**config.mk**
```make
export PLATFORM = sky130hd
export DESIGN_NAME = ln_var_norm
export DESIGN_NICKNAME = d
export VERILOG_FILES = /design/src/rtl/ln_pkg.sv /design/src/rtl/ln_lod32.sv /design/src/rtl/ln_var_norm.sv
export SDC_FILE = /design/constraint.sdc
export NUM_CORES = 2
export LEC_CHECK = 0
export BUFFER_PORTS_ARGS = -buffer_cell sky130_fd_sc_hd__buf_2
export CORE_MARGIN = 1.5
export CORE_UTILIZATION = 60
export DETAILED_ROUTE_END_ITERATION = 8
export PLACE_DENSITY = 0.89
export SLEW_MARGIN = 25
export SYNTH_ARGS = -nofsm -noshare
export SYNTH_HDL_FRONTEND = slang
export SYNTH_SLANG_ARGS = --single-unit
```
**constraint.sdc**
```tcl
create_clock -name clk -period 29.6 [get_ports clk]
set_input_delay 5.92 -clock clk [delete_from_list [all_inputs] [get_ports clk]]
set_output_delay 5.92 -clock clk [all_outputs]
set_load 0.01 [all_outputs]
```
**src/rtl/ln_pkg.sv**
```systemverilog
// Shared widths, FSM encoding and saturation helper for the LayerNorm variance/normalise stage.
package ln_pkg;

  localparam int Q88_W   = 16;
  localparam int Q1616_W = 32;
  localparam int LANES   = 16;
  localparam int ACC_W   = 36;

  typedef enum logic [2:0] {
    ST_IDLE,
    ST_ACC,
    ST_RSQRT,
    ST_NORM,
    ST_OUT
  } state_t;

  function automatic logic signed [Q88_W-1:0] sat16(input logic signed [31:0] v);
    if (v > 32'sd32767)       return 16'sh7FFF;
    else if (v < -32'sd32768) return 16'sh8000;
    else                      return v[Q88_W-1:0];
  endfunction

endpackage

```
**src/rtl/ln_lod32.sv**
```systemverilog
// Combinational 32-bit leading-one detector: index of the highest set bit plus an all-zero flag.
module ln_lod32 (
  input  logic [31:0] value,
  output logic [4:0]  idx,
  output logic        zero
);

  always_comb begin
    idx = '0;
    for (int i = 0; i < 32; i++) begin
      if (value[i]) idx = 5'(i);
    end
  end

  assign zero = (value == '0);

endmodule

```
**src/rtl/ln_var_norm.sv**
```systemverilog
// Serial population variance and power-of-two 1/sqrt normalisation of a 16-lane Q8.8 vector.
// Optional 0.75x odd-exponent correction enabled by defining LN_MANT_CORR_EN.
module ln_var_norm
  import ln_pkg::*;
#(
  parameter int N   = 16,
  parameter int EPS = 1
) (
  input  logic                   clk,
  input  logic                   rst,
  input  logic [N*Q88_W-1:0]     x_in_flat,
  input  logic [Q88_W-1:0]       mean_in,
  input  logic                   in_valid,
  output logic                   in_ready,
  output logic [N*Q88_W-1:0]     y_out_flat,
  output logic [Q1616_W-1:0]     var_out,
  output logic                   out_valid,
  input  logic                   out_ready
);

`ifdef LN_MANT_CORR_EN
  localparam bit CORR_EN = 1'b1;
`else
  localparam bit CORR_EN = 1'b0;
`endif

  state_t state_q, state_d;

  logic [3:0]               lane_q;
  logic signed [Q88_W-1:0]  x_buf [LANES];
  logic signed [Q88_W-1:0]  y_buf [LANES];
  logic signed [Q88_W-1:0]  mean_q;
  logic [ACC_W-1:0]         acc_q;
  logic [Q1616_W-1:0]       var_q;
  logic signed [4:0]        shift_q;
  logic                     zero_q;
  logic                     corr_q;

  logic signed [Q88_W-1:0]  x_cur;
  logic signed [16:0]       dev17;
  logic signed [Q88_W-1:0]  dev16;
  logic signed [31:0]       prod;
  logic [Q1616_W-1:0]       var_next;
  logic [4:0]               lod_idx;
  logic                     lod_zero;
  logic signed [5:0]        k;
  logic [4:0]               lshamt;
  logic signed [31:0]       y_wide;
  logic signed [Q88_W-1:0]  y_lane;

  assign x_cur    = x_buf[lane_q];
  assign dev17    = $signed({x_cur[15], x_cur}) - $signed({mean_q[15], mean_q});
  assign dev16    = sat16(32'(dev17));
  assign prod     = dev16 * dev16;
  assign var_next = acc_q[ACC_W-1:4] + 32'(EPS);
  assign k        = $signed({1'b0, lod_idx}) - 6'sd16;
  assign lshamt   = 5'd0 - shift_q;

  ln_lod32 u_lod (
    .value (var_next),
    .idx   (lod_idx),
    .zero  (lod_zero)
  );

  // During NORM the lane buffer holds the saturated deviation, not the raw input.
  always_comb begin
    // NOTE: every combinational result gets a default first so no path can infer a latch.
    y_wide = 32'(x_cur);
    if (shift_q[4]) y_wide = y_wide <<< lshamt;
    else            y_wide = y_wide >>> shift_q[3:0];
    if (corr_q)     y_wide = y_wide - (y_wide >>> 2);
    y_lane = zero_q ? '0 : sat16(y_wide);
  end

  always_ff @(posedge clk) begin
    if (rst) state_q <= ST_IDLE;
    else     state_q <= state_d;
  end

  always_comb begin
    state_d = state_q;
    case (state_q)
      ST_IDLE:  if (in_valid)        state_d = ST_ACC;
      ST_ACC:   if (lane_q == 4'd15) state_d = ST_RSQRT;
      ST_RSQRT:                      state_d = ST_NORM;
      ST_NORM:  if (lane_q == 4'd15) state_d = ST_OUT;
      ST_OUT:   if (out_ready)       state_d = ST_IDLE;
      default:                       state_d = ST_IDLE;
    endcase
  end

  always_comb begin
    in_ready  = (state_q == ST_IDLE);
    out_valid = (state_q == ST_OUT);
  end

  always_ff @(posedge clk) begin
    if (rst) begin
      lane_q  <= '0;
      mean_q  <= '0;
      acc_q   <= '0;
      var_q   <= '0;
      shift_q <= '0;
      zero_q  <= 1'b0;
      corr_q  <= 1'b0;
      // NOTE: the lane buffers are cleared too, so outputs read zero after a reset even mid-vector.
      for (int i = 0; i < LANES; i++) begin
        x_buf[i] <= '0;
        y_buf[i] <= '0;
      end
    end else begin
      case (state_q)
        ST_IDLE: begin
          if (in_valid) begin
            for (int i = 0; i < LANES; i++) x_buf[i] <= x_in_flat[Q88_W*i +: Q88_W];
            mean_q <= mean_in;
            acc_q  <= '0;
            lane_q <= '0;
          end
        end
        ST_ACC: begin
          x_buf[lane_q] <= dev16;
          acc_q         <= acc_q + {4'b0000, prod};
          lane_q        <= lane_q + 4'd1;
        end
        ST_RSQRT: begin
          var_q   <= var_next;
          shift_q <= k[5:1];
          zero_q  <= lod_zero;
          corr_q  <= CORR_EN && k[0];
          lane_q  <= '0;
        end
        ST_NORM: begin
          y_buf[lane_q] <= y_lane;
          lane_q        <= lane_q + 4'd1;
        end
        default: ;
      endcase
    end
  end

  always_comb begin
    for (int i = 0; i < LANES; i++) y_out_flat[Q88_W*i +: Q88_W] = y_buf[i];
  end

  assign var_out = var_q;

endmodule

```
# After elaboration in Yosys (flattened, before gate mapping)
# Memories as Yosys holds them, arrays and structs flattened. A register that Yosys moved wholly into a read port is not among the register bits.
# Index checks and enable logic that the tools add are counted.
[word_totals]
register_bits = 97
n_memories = 2
ram_bits = 512
[op_classes]
mul = 1
mux = 82
eq_ne = 9
n_addsub = 6
bitwise = 16
reduce_logical = 11
n_shift = 2
order_cmp = 4
[mem_list]
columns = ["name", "depth", "word_bits", "read_ports", "rd_clocked_by_memory_dff", "wr", "line", "rtl"]
rows = [
  ["x_buf", 16, 16, 1, 1, 16, "ln_var_norm.sv:30", "logic signed [Q88_W-1:0] x_buf [LANES];"],
  ["y_buf", 16, 16, 16, 0, 16, "ln_var_norm.sv:31", "logic signed [Q88_W-1:0] y_buf [LANES];"],
]
[op_table]
columns = ["operator", "n"]
rows = [
  ["16-bit two-way mux", 23],
  ["5-bit two-way mux", 16],
  ["36-bit one-hot mux with 2 select lines", 1],
  ["4-bit two-way mux", 13],
  ["36-bit by 32-bit adder with 36-bit output", 1],
  ["36-bit two-way mux", 1],
  ["32-bit by 1-bit adder with 32-bit output, second input constant", 1],
  ["32-bit by 16-bit > comparator with 1-bit output, second input constant", 1],
  ["32-bit zero test", 1],
  ["32-bit by 16-bit < comparator with 1-bit output, second input constant", 1],
  ["16-bit by 16-bit multiplier with 32-bit output", 1],
  ["32-bit two-way mux", 1],
  ["16-bit OR reduction", 2],
  ["16-bit by 5-bit <<< shifter with 32-bit output", 1],
  ["16-bit by 4-bit >>> shifter with 32-bit output", 1],
  ["3-bit two-way mux", 8],
  ["17-bit by 16-bit > comparator with 1-bit output, second input constant", 1],
  ["17-bit by 16-bit < comparator with 1-bit output, second input constant", 1],
  ["16-bit by 16-bit subtractor with 17-bit output", 1],
  ["1-bit bitwise OR", 16],
  ["1-bit two-way mux", 15],
  ["3-bit one-hot mux with 5 select lines", 1],
  ["4-bit one-hot mux with 3 select lines", 1],
  ["3-bit by 2-bit equality test with 1-bit output, second input constant", 2],
  ["15 further kinds", 20],
]

# Longest topological paths before layout
[logic_depth]
word_depth = 33
mapped_depth = 54
depth_no_buf = 49

# Hierarchy
# Synthesis repeated with hierarchy kept, for this count alone.
[unflattened]
cells_unflattened = 4053
hier_area_um2 = 41137.0
[modules_own_cells]
columns = ["mod", "area_per_inst_um2", "n_inst", "seq_area_each_um2", "cells_each"]
rows = [
  ["ln_var_norm", 40802.9, 1, 17376.7, 3988],
  ["ln_lod32", 334.1, 1, 0.0, 65],
]

# Worst setup path after synthesis
# No wires, ideal clock.
[synth_path]
path_kind = "register -> register"
startpoint = "reg (tool-made name)"
endpoint = "reg acc_q[35]"
setup_ns = 0.121
stages_incl_launch_ff = 49
synth_period_minus_slack_ns = 11.945
t_arrival_ns = 11.824
t_required_ns = 29.479
slack_ns = 17.655
path_cell_list = "dfxtp_1 -> buf_4 -> buf_6 -> mux4_2 -> a22o_1 -> nor2_1 -> ha_1 -> inv_1 -> fa_1 -> a21o_1 -> a21o_1 -> and2_1 -> o211ai_1 -> a21bo_2 -> a211oi_1 -> o211ai_1 -> clkbuf_1 -> nand3_1 -> (+13 left out) -> ha_1 -> a21o_1 -> a22o_1 -> o211ai_1 -> nand2_1 -> a2111oi_0 -> nor3_1 -> o31ai_1 -> o21bai_1 -> xor2_1 -> ha_1 -> a21o_1 -> a21o_1 -> a211oi_1 -> o41ai_1 -> and3_1 -> o2111ai_1 -> mux2_2"
[synth_lines]
columns = ["item", "line", "rtl"]
rows = [
  ["to (signal assigned)", "ln_var_norm.sv:123", "acc_q <= acc_q + {4'b0000, prod};"],
  ["to (decl)", "ln_var_norm.sv:33", "logic [ACC_W-1:0] acc_q;"],
]

==> qor.yml <==
dp_hpwl_um: 100000
cp-end-kind: "flip-flop"
critical_path_class: "reg -> reg"
start_kind: "flip-flop"
numCtsBuffers: 60
yosys-top-cells-count: "edfxtp_1, inv_1, nand2_1"
cp_data_arrival_time_ps: 16140
portBuffers: 565
cts_tree: "built"
fin_tns_setup_ps: 0
gr-usage-met3: 0.108
cts_htree_levels: 2
grt_max_degree: 101
busiest_layer: "met2"
final_max_slew_viol_count: 0
yosys_register_bits: 612
synth_edf_count: 512
synthTopCellsByArea: "edfxtp_1, fa_1, a22o_1, dfxtp_1, ha_1"
ctsResizeCount: 0
die_area_sq_mm: 0.0684
ys_seq_area_frac: 0.433
cp_data_required_time_ps: 30160
first_global_vias: 32900
num_rows: 94
wl_per_cell_um: 26.9
antenna_found_initial: 5
area_growth_pct: 13.6
overflow: 0
synth_top_area_cell: "edfxtp_1"
track_usage: 0.394
max_slew_margin: 0.184
setup_viol: 0
fin_skew_ps: 114
fmaxAchievable_mhz: 64.2
regArea_sq_mm: 0.0174
hold_viol: 0
fin_crit_sh: 0.526
grt_pass1_wl_um: 200000
drive_above_1_share: 0.195
ys_types: 85
violations: "DRC"
cts_setup_buffers: 0
fp.dieH_um: 261
cts_buffer_depth: 3
cts_root_buf: "clkbuf_16"
path_max_fanout: 52
grt_use_met2: 0.600
syn_avg_cell_area_sq_um: 10.7
syn_area_sq_mm: 0.0401
vias: 34100
syn_inst: 3736
vias_per_cell: 6.68
synthesis.nets: 4386
crit_top_cell: "fa_1"
grt_use_met1: 0.496
nets: 4829
netlist.area_leader.share: 0.383
core_area_sq_mm: 0.0660
die_x_um: 261
crit_slowest_cell: "dfxtp_4"
hold_buffers: 0
max_stage_delay_ps: 940
status: "complete, but fails checks"
worstMarginPinSlew_ps: 1220
start_util: 0.608
wl_um: 137000
pin_count: 566
cts.sinks: 612
synth_warnings: 0
fin_crit_ps: 15580
hp-class: "reg -> reg"
drtIter0Drc: 5335
ys.flop_type: "edfxtp_1"
clkSlewWorstSetupHoldPaths_ps: 60
synthArstFlopShare: 0
path_buf_inv: 5
num-fill-cells: 4737
drc_errors: 69
yosysMostFrequentCell: "edfxtp_1"
multi_input_area_sq_mm: 0.0205
first_pass_iters: 9
drtAntennaViolNets: 0
crit_family: "compound AO/OA/AOI/OAI gates"
clock_latency_ps: 700
rsz0062_at_grt: "false"
globalplace.congestion: 0.989
cap_violations: 0
## worst paths after layout
path	startpoint	to	slack, ps	cells past startpoint
hold reg to reg	mean_q[15]$_SDFFE_PP0P_	mean_q[15]$_SDFFE_PP0P_	460	2
setup / recovery	flip-flop	acc_q[35]$_SDFFE_PP0P_	14020	45
hold / removal	mean_q[15]$_SDFFE_PP0P_	mean_q[15]$_SDFFE_PP0P_	460	2
setup reg to reg	flip-flop	acc_q[35]$_SDFFE_PP0P_	14020	45
## cell families after synthesis
logic type | Yosys count | share of synthesized area
AND/OR/NAND/NOR | 1108 | 0.131
AO/OA/AOI/OAI | 776 | 0.139
flip-flops | 612 | 0.433
buffers and inverters | 599 | 0.0589
adder cells (fa/ha/maj) | 374 | 0.161
multiplexers | 147 | 0.0495
XOR/XNOR | 120 | 0.0262
## worst min-delay path, delay by kind of cell, from the launching register on
family	cells	cell delay, ps
AOI/OAI and AO/OA	1	50
DFF	1	310
and+or+nand+nor	1	50
## registers in the layout, indices dropped and copies added (netlist names), named ones only
signal	count
state_q	3
y_buf	256
shift_q	4
acc_q	36
zero_q	1
lane_q	4
var_out	32
mean_q	16
x_buf	256
## metrics by stage
stage | setup WS, ps | area, sq um | hold WS [ps] | util | cells
6_report | 14020 | 45500 | 461 | 0.690 | 5100
5_1_grt | 13280 | 45500 | 486 | 0.690 | 5095
4_1_cts | 13910 | 45400 | 458 | 0.689 | 5090
3_5_place_dp | 14000 | 43500 | 449 | 0.659 | 4977
3_3_place_gp | 14490 | 43400 | 445 | 0.658 | 4975
2_1_floorplan | 17660 | 40100 | 436 | - | 3736
## cell usage in the layout (no fill, tap or decap), types with 51 or more instances in the layout
cell | synthesis | layout
mux2i_1 | 96 | 96
fa_1 | 239 | 239
nand2_1 | 307 | 307
nor2_1 | 267 | 256
xnor2_1 | 73 | 72
buf_2 | 24 | 565
ha_1 | 135 | 135
a21oi_1 | 145 | 143
clkbuf_16 | 0 | 61
inv_1 | 344 | 344
nor3_1 | 261 | 260
dfxtp_1 | 100 | 99
o21ai_0 | 104 | 104
edfxtp_1 | 512 | 512
a22o_1 | 237 | 237
buf_4 | 10 | 56
nand3_1 | 91 | 90
a211oi_1 | 51 | 51
## layer usage
| metal | wire length (um) | share of wire |
|---|---|---|
| met5 | 23 | 0.00017 |
| met4 | 11200 | 0.082 |
| met3 | 18700 | 0.14 |
| met2 | 60900 | 0.44 |
| met1 | 46300 | 0.34 |
## cell type report
class                           instances  area share
Antenna cell                            6    0.000330
Clock inverter                         41     0.00813
Clock buffer                           72      0.0345
Sequential cell                       612       0.382
Timing Repair Buffer                  626      0.0732
Inverter                              354      0.0292
Tap cell                              864      0.0237
Multi-Input combinational cell       2525       0.449
Power is not shown: default switching activity piles up to over one toggle a cycle in this logic, so the estimate is an artifact.
